`config.mk`:
```
export PLATFORM = sky130hd
export DESIGN_NAME = instr_fetch
export DESIGN_NICKNAME = d
export VERILOG_FILES = /design/src/rtl/ifetch_pkg.sv /design/src/rtl/fetch_fifo.sv /design/src/rtl/instr_fetch.sv
export SDC_FILE = /design/constraint.sdc
export NUM_CORES = 1
export LEC_CHECK = 0
export ABC_AREA = 1
export CAP_MARGIN = 10
export CORE_MARGIN = 3
export CORE_UTILIZATION = 45
export DETAILED_ROUTE_END_ITERATION = 16
export PLACE_DENSITY = 0.72
export SLEW_MARGIN = 5
export SYNTH_ARGS = -nofsm -noshare
export SYNTH_HDL_FRONTEND = slang
export SYNTH_SLANG_ARGS = --single-unit
```
`constraint.sdc`:
```
create_clock -name clk -period 2.1 [get_ports clk]
set_clock_uncertainty 0.15 [all_clocks]
set_input_delay 0.42 -clock clk [delete_from_list [all_inputs] [get_ports clk]]
set_output_delay 0.42 -clock clk [all_outputs]
set_load 0.05 [all_outputs]
```
`src/rtl/ifetch_pkg.sv`:
```
// ifetch_pkg: shared types and default widths for the instruction fetch unit
package ifetch_pkg;

    localparam int IF_ADDR_W = 2;
    localparam int IF_DATA_W = 2;

    typedef enum logic [1:0] {
        IDLE  = 2'd0,
        FETCH = 2'd1,
        DONE  = 2'd2
    } state_t;

    typedef struct packed {
        logic [IF_ADDR_W-1:0] pc;
        logic [IF_DATA_W-1:0] data;
    } entry_t;

endpackage

```
`src/rtl/fetch_fifo.sv`:
```
// fetch_fifo: 2-entry queue of {pc, data} words with flush
module fetch_fifo #(
    parameter int W = 4
) (
    input  logic         clk,
    input  logic         rst,
    input  logic         push,
    input  logic         pop,
    input  logic         flush,
    input  logic [W-1:0] wdata,
    output logic [W-1:0] rdata,
    output logic [1:0]   count,
    output logic         full,
    output logic         empty
);

    logic [W-1:0] mem_q [2];
    logic         wr_q, rd_q;
    logic [1:0]   cnt_q, cnt_d;
    logic         do_push, do_pop;

    assign empty   = cnt_q == 2'd0;
    assign full    = cnt_q == 2'd2;
    assign count   = cnt_q;
    assign rdata   = mem_q[rd_q];
    assign do_pop  = pop && !empty;
    assign do_push = push && (!full || do_pop);
    assign cnt_d   = cnt_q + {1'b0, do_push} - {1'b0, do_pop};

    // Storage and pointers; flush drops every queued entry at once
    always_ff @(posedge clk or posedge rst) begin
        if (rst) begin
            mem_q[0] <= '0;
            mem_q[1] <= '0;
            wr_q     <= 1'b0;
            rd_q     <= 1'b0;
            cnt_q    <= 2'd0;
        end else if (flush) begin
            wr_q     <= 1'b0;
            rd_q     <= 1'b0;
            cnt_q    <= 2'd0;
        end else begin
            if (do_push) begin
                mem_q[wr_q] <= wdata;
                wr_q        <= ~wr_q;
            end
            if (do_pop) rd_q <= ~rd_q;
            cnt_q <= cnt_d;
        end
    end

endmodule

```
`src/rtl/instr_fetch.sv`:
```
// instr_fetch: PC/FSM front end feeding a 2-entry fetch queue; IFETCH_WRAP_EN wraps PC at end of memory
import ifetch_pkg::*;

module instr_fetch #(
    parameter int ADDR_W = IF_ADDR_W,
    parameter int DATA_W = IF_DATA_W
) (
    input  logic              clk,
    input  logic              rst,
    input  logic              start,
    input  logic              stop,
    input  logic              redirect_valid,
    input  logic [ADDR_W-1:0] redirect_addr,
    output logic [ADDR_W-1:0] mem_addr,
    input  logic [DATA_W-1:0] mem_data,
    output logic              out_valid,
    input  logic              out_ready,
    output logic [DATA_W-1:0] out_data,
    output logic [ADDR_W-1:0] out_pc,
    output logic              busy,
    output logic              done
);

    state_t                   state_q, state_d;
    logic [ADDR_W-1:0]        pc_q, pc_d;
    logic                     push, pop, full, empty;
    logic [1:0]               count;
    logic [ADDR_W+DATA_W-1:0] head;

    // Redirect owns the cycle: no pop, no push, queue flushed
    assign pop       = !empty && out_ready && !redirect_valid;
    assign push      = (state_q == FETCH) && !redirect_valid && !stop && (!full || pop);
    assign mem_addr  = pc_q;
    assign out_valid = !empty;
    assign out_pc    = head[ADDR_W+DATA_W-1:DATA_W];
    assign out_data  = head[DATA_W-1:0];
    assign busy      = state_q == FETCH;
    assign done      = state_q == DONE;

    fetch_fifo #(.W(ADDR_W + DATA_W)) u_fifo (
        .clk   (clk),
        .rst   (rst),
        .push  (push),
        .pop   (pop),
        .flush (redirect_valid),
        .wdata ({pc_q, mem_data}),
        .rdata (head),
        .count (count),
        .full  (full),
        .empty (empty)
    );

    // Next state and PC: redirect first, then start/stop/advance
    always_comb begin
        state_d = state_q;
        pc_d    = pc_q;
        if (redirect_valid) begin
            state_d = FETCH;
            pc_d    = redirect_addr;
        end else begin
            case (state_q)
                IDLE: if (start) begin
                    state_d = FETCH;
                    pc_d    = '0;
                end
                FETCH: if (stop) begin
                    state_d = IDLE;
                end else if (push) begin
`ifdef IFETCH_WRAP_EN
                    pc_d = pc_q + ADDR_W'(1);
`else
                    if (&pc_q) state_d = DONE;
                    else       pc_d    = pc_q + ADDR_W'(1);
`endif
                end
                default: ;
            endcase
        end
    end

    // State and PC registers
    always_ff @(posedge clk or posedge rst) begin
        if (rst) begin
            state_q <= IDLE;
            pc_q    <= '0;
        end else begin
            state_q <= state_d;
            pc_q    <= pc_d;
        end
    end

    // The queue's full flag and occupancy must always agree
    a_full_count: assert property (@(posedge clk) disable iff (rst) full == (count == 2'd2));

endmodule

```
==> results of run 1 <==
==> cell families after synthesis <==
logic type                 Yosys count  synth area share, %
AOI/OAI and AO/OA                   14                 8.66
xor gates and xnor gates             2                 1.99
adders and majority gates            3                 4.26
buffers and inverters               14                 6.25
DFF                                 16                 45.5
muxes                                4                 5.11
and+or+nand+nor                     40                 28.3
==> placed cells by master, fill, tap and decap left out, drive strengths merged <==
cell type / count
nand2: 24
dfrtp: 16
buf: 15
inv: 14
nand3: 11
o21ai: 10
clkdlybuf4s50: 9
mux2: 4
nor2: 4
clkbuf: 4
a21oi: 3
ha: 3
nand3b: 1
a21boi: 1
xnor2: 1
xor2: 1
==> registers in the layout, summed over array words and instances (netlist names) <==
| register | count |
|---|---|
| u_fifo.count | 2 |
| u_fifo.wr_q | 1 |
| mem_addr | 2 |
| u_fifo.mem_q | 8 |
| state_q | 2 |
| u_fifo.rd_q | 1 |
==> critical path: stages (launching register included) <==
cell and delay (ns):
dfrtp_1 0.51, mux2_2 0.37, buf_4 0.19
==> worst min path at each step <==
stage	from	endpoint	cells after the start	slack [ns]
3_5_place_dp	u_fifo.mem_q[1]$_DFFE_PP0P_	u_fifo.mem_q[1]$_DFFE_PP0P_	2	0.33
4_1_cts	u_fifo.mem_q[5]$_DFFE_PP0P_	u_fifo.mem_q[5]$_DFFE_PP0P_	2	0.36
6_report	rst	u_fifo.count[1]$_DFF_PP0_	2	0.35
2_1_floorplan	rst	mem_addr[0]$_DFFE_PP0P_	1	0.18
5_1_grt	rst	u_fifo.mem_q[5]$_DFFE_PP0P_	2	0.39
3_3_place_gp	u_fifo.mem_q[2]$_DFFE_PP0P_	u_fifo.mem_q[2]$_DFFE_PP0P_	2	0.31
==> layer usage <==
metal | wire [µm] | vias to the layer above | GRT usage, %
met2 | 889 | 8 | 27.0
met5 | 0 | - | 0
met3 | 52 | 2 | 3.86
met1 | 821 | 318 | 20.1
li1 | - | 356 | -
met4 | 14 | 0 | 5.53
==> area by class of cell <==
class                      instances  area share (%)
multi-input combinational         63            36.6
sequential                        16            34.4
timing repair buffer              24            18.5
inverter                          14            4.73
clock buffer                       4            3.12
tap                               25            2.69
==> report_power, final <==
part,switching [mW],internal (mW),leakage (nW)
clock,0.0995,0.105,0.0210
sequential,0.101,0.428,0.205
combinational,0.574,0.337,0.369
==> stage by stage <==
stage / power, mW / hold slack [ns]
CTS: 1.66 / 0.355
detailed placement: 1.45 / 0.333
global route: 1.76 / 0.387
floorplan: 1.17 / 0.184
global placement: 1.43 / 0.312
finish: 1.64 / 0.350
==> results.py, run 1 <==
metrics = {
    "finish": {
        "final_cells": 146,
        "multi_input_area_um2": 425,
        "final_area_um2": 1160,
        "seq_area_um2": 400,
        "finish.utilization_pct": 65.3,
        "drive_gt1_share_pct": 27.3,
        "nets": 135,
        "nFillCells": 161,
        "syn_to_final_growth_pct": 32.1,
        "antennaDiodeCount": 0,
    },
    "worst_setup_path": {
        "rr_startpoint": "u_fifo.count[1]$_DFF_PP0_",
        "worst_ep_required_time_ns": 1.53,
        "end_kind": "output port",
        "reg2reg_to": "u_fifo.count[1]$_DFF_PP0_",
        "cp.arrival_ns": 1.36,
        "r2r_cells": 7,
        "r2r_slack_ns": 0.51,
        "crit_path_end": "out_data[1]",
        "cp_max_fo": 6,
        "crit_start": "u_fifo.rd_q$_DFFE_PP0P_",
        "start_kind": "flip-flop",
        "criticalPathCategory": "flip-flop to output port",
    },
    "clock_tree": {
        "cts_setup_buffers": 0,
        "hold_buffers": 0,
        "cts_buffers": 3,
        "cts_buffer_depth": 2,
        "cts.htree.levels": 1,
        "clkSinkCount": 16,
        "cts-root-buf": "clkbuf_4",
        "cts_tree": "yes",
        "cts.clk_slew.worst_paths_ns": 0.10,
        "post_cts_resized": 0,
        "clkLatencyLatePin_ns": 0.28,
    },
    "floorplan": {
        "ios": 19,
        "fp.dieW_um": 50.2,
        "core_um2": 1780,
        "dieArea_um2": 2520,
        "die_h_um": 50.2,
        "rows": 15,
        "initial_core_util_pct": 49.4,
    },
    "logic_synthesis": {
        "ys.flop_type": "dfrtp_1",
        "synth_area_leaders": "dfrtp_1 (45%), nand2_1 (9.4%), nand3_4 (6.0%), inv_1 (5.5%), mux2_2 (5.1%)",
        "avgSynthCellArea_um2": 9.47,
        "ys.warnings.count": 0,
        "synth_top_area_cell": "dfrtp_1",
        "synthArstFlopShare_pct": 100,
        "ys_types": 21,
        "synth.most_common_cell": "nand2_1",
        "syn-instance-count": 93,
        "yosysSeqAreaShare_pct": 45.5,
        "synthTopCellsByCount": "nand2_1 (22), dfrtp_1 (16), inv_1 (13), nand3_1 (7), o21ai_1 (7)",
        "ys_ff_latch": 16,
        "synth_edf_count": 0,
        "synth_top_area_share_pct": 45.5,
        "syn_area_um2": 881,
        "syn_nets": 106,
    },
    "sta": {
        "worstMarginPinSlew_ns": 0.612,
        "final.setup.worst_slack_ns": 0.172,
        "setup_tns_ns": 0,
        "final-setup-viol-count": 0,
        "post-route-period-util_pct": 91.8,
        "fmax_ghz": 0.519,
        "layout_min_cycle_time_ns": 1.93,
        "hold_violations": 0,
        "report.final.slew_viol_count": 0,
        "rsz0062_at_grt": "no",
        "maxSlewHeadroom_pct": 59.2,
    },
    "power": {
        "peakVddDrop_mv": 0.965,
        "pwr_density_cell_nw_per_um2": 1410,
        "p_leak_nw": 0.596,
    },
    "global_route": {
        "first_global_vias": 666,
        "grt_max_degree": 17,
        "overflow": 0,
        "antenna_found_initial": 0,
        "track_usage_pct": 16.1,
        "grt_first_pass_wirelength_um": 3030,
    },
    "flow_run": {
        "cap_violations": 0,
    },
    "placement": {
        "hpwl_um": 1410,
        "place_ws_ns": -0.0101,
        "port_buffers": 18,
        "gp_congestion": 0.737,
        "placed_cells": 142,
        "placed_area_um2": 1130,
    },
    "drt": {
        "vias_per_cell": 4.68,
        "wl_um": 1780,
        "route.vias.total": 684,
        "ant_nets": 0,
        "wl_per_cell_um": 12.2,
        "drt_iter0_drc": 15,
        "dr.pass1.iters": 4,
        "route.detailed.drc": 0,
    },
    "outcome": {
        "status": "completed",
    },
    "worst_hold_path": {
        "hp-class": "input pin to async pin",
    },
}
No activity file was read; power rests on OpenSTA's default activity.
==> run 2: changes to the inputs <==
--- a/config.mk
+++ b/config.mk
@@ -8,9 +8,11 @@
 export ABC_AREA = 1
 export CAP_MARGIN = 10
 export CORE_MARGIN = 3
-export CORE_UTILIZATION = 45
+export CORE_UTILIZATION = 48
 export DETAILED_ROUTE_END_ITERATION = 16
-export PLACE_DENSITY = 0.72
+export PLACE_DENSITY = 0.76
+export RECOVER_POWER = 100
+export SKIP_CTS_REPAIR_TIMING = 1
 export SLEW_MARGIN = 5
 export SYNTH_ARGS = -nofsm -noshare
 export SYNTH_HDL_FRONTEND = slang
==> run 2 against run 1 <==
  * Sequential share of layout area up 2.7 points
  * Setup slack worse by 0.021 ns
  * Power down 9.0%
  * Routed wire length up 0.73%
  * Critical path type unchanged
  * Global-route usage up 1.1 points
  * Clock power down 21%
  * Hold slack about the same
  * First-iteration DRC count down 47%
  * Utilization up 1.7 points
==> results.py, run 2 (synthesis results as in run 1) <==
metrics = {
    "sta": {
        "final.setup.worst_slack_ns": 0.151,
        "post-route-period-util_pct": 92.8,
        "worstMarginPinSlew_ns": 0.608,
        "final-setup-viol-count": 0,
        "report.final.slew_viol_count": 0,
        "hold_violations": 0,
        "fmax_ghz": 0.513,
        "layout_min_cycle_time_ns": 1.95,
        "rsz0062_at_grt": "no",
        "maxSlewHeadroom_pct": 59.4,
    },
    "global_route": {
        "track_usage_pct": 17.2,
        "grt_first_pass_wirelength_um": 3120,
        "antenna_found_initial": 0,
        "grt_max_degree": 17,
        "first_global_vias": 704,
        "overflow": 0,
    },
    "power": {
        "pwr_density_cell_nw_per_um2": 1390,
        "peakVddDrop_mv": 0.872,
        "p_leak_nw": 0.560,
    },
    "clock_tree": {
        "cts_buffer_depth": 2,
        "cts_tree": "yes",
        "cts-root-buf": "clkbuf_4",
        "clkSinkCount": 16,
        "cts.clk_slew.worst_paths_ns": 0.09,
        "cts.htree.levels": 1,
        "clkLatencyLatePin_ns": 0.29,
        "cts_buffers": 3,
    },
    "worst_setup_path": {
        "cp.arrival_ns": 1.38,
        "end_kind": "output port",
        "worst_ep_required_time_ns": 1.53,
        "start_kind": "flip-flop",
        "slowest_stage": "dfrtp_1",
        "critical_path_buf_inv_count": 1,
        "criticalPathCategory": "flip-flop to output port",
        "r2r_cells": 7,
        "max_stage_delay_ns": 0.51,
        "crit_family": "flip-flops",
        "path_depth": 2,
        "cp_max_fo": 6,
        "worstPathCellList": "mux2_2, buf_2",
    },
    "drt": {
        "wl_per_cell_um": 12.4,
        "drt_iter0_drc": 8,
        "top_layer": "met4",
        "wl_met1_um": 774,
        "route.vias.total": 712,
        "wl_met3_um": 58,
        "wl_met2_um": 928,
        "ant_nets": 0,
        "wl_um": 1790,
        "dr.pass1.iters": 4,
        "vias_per_cell": 4.94,
        "route.detailed.drc": 0,
    },
    "worst_hold_path": {
        "hold-path-cell-count": 2,
        "hp-class": "flip-flop to flip-flop",
    },
    "finish": {
        "final_common_cell": "nand2_1",
        "nFillCells": 148,
        "finish.utilization_pct": 66.9,
        "nets": 135,
        "largest_reg_flops": 8,
        "final_cells": 144,
        "drive_gt1_share_pct": 21.7,
        "regMostFlops": "u_fifo.mem_q",
        "syn_to_final_growth_pct": 22.4,
        "antennaDiodeCount": 0,
        "seq_area_um2": 400,
        "multi_input_area_um2": 388,
        "final_cell_mix": "nand2_1 (23), dfrtp_1 (16), inv_1 (13)",
    },
    "flow_run": {
        "cap_violations": 0,
    },
    "floorplan": {
        "fp.dieW_um": 48.8,
        "ios": 19,
        "rows": 14,
        "core_um2": 1610,
        "initial_core_util_pct": 54.7,
        "die_h_um": 48.8,
        "dieArea_um2": 2380,
    },
    "placement": {
        "hpwl_um": 1420,
        "place_ws_ns": -0.0938,
        "gp_congestion": 0.786,
        "port_buffers": 18,
        "placed_cells": 141,
    },
    "outcome": {
        "status": "completed",
    },
}
-- run 2: changes by cell type in the layout (fill, tap and decap cells not counted), sizes merged --
cell           before  now
clkbuf              4   10
dlygate4sd3         0    1
clkdlybuf4s50       9    8
buf                15    8
-- run 2: metrics by stage --
stage	instance area [µm²]	hold WS [ns]	total power [mW]	TNS (ns)
6_report	1080	0.350	1.50	0
5_1_grt	1080	0.374	1.61	0
4_1_cts	1150	0.352	1.62	0
3_5_place_dp	1130	0.329	1.45	-0.140
3_3_place_gp	1130	0.312	1.43	0
2_1_floorplan	881	0.184	1.17	0
-- run 2: where the power goes --
part           switching [mW]  internal, mW
sequential             0.0995         0.429
combinational           0.552         0.255
clock                  0.0945        0.0667
total                   0.746         0.750
-- run 2: worst register-to-register path, stage by stage, from the launching register on --
cell and delay (ns):
dfrtp_1 0.44, inv_1 0.08, a21oi_1 0.21, ha_1 0.27, inv_1 0.06, ha_1 0.15
xor2_1 0.15, nor2_1 0.05
-- run 2: layout make-up --
type                    count  area share [%]
flip-flops and latches     16            37.1
clock buffers               3            2.09
well taps                  24            2.78
repair buffers             24            16.9
multi-input cells          63            36.0
inverters                  14            5.10
-- run 2: path summary, 6_finish.rpt --
kind	from	to	slack [ns]
max reg2reg	u_fifo.count[1]$_DFF_PP0_	u_fifo.count[1]$_DFF_PP0_	0.45
min reg2reg	u_fifo.mem_q[0]$_DFFE_PP0P_	u_fifo.mem_q[0]$_DFFE_PP0P_	0.35
min	u_fifo.mem_q[0]$_DFFE_PP0P_	u_fifo.mem_q[0]$_DFFE_PP0P_	0.35
min in group asynchronous	rst	u_fifo.rd_q$_DFFE_PP0P_	0.49
max in group asynchronous	rst	u_fifo.mem_q[6]$_DFFE_PP0P_	0.92
max	u_fifo.rd_q$_DFFE_PP0P_	out_pc[1]	0.15
-- run 2: per-layer routing --
| layer | vias to the layer above | track usage (%) |
|---|---|---|
| li1 | 354 | - |
| met1 | 343 | 20.7 |
| met2 | 12 | 29.2 |
| met3 | 3 | 3.36 |
| met4 | 0 | 8.53 |
| met5 | - | 0 |
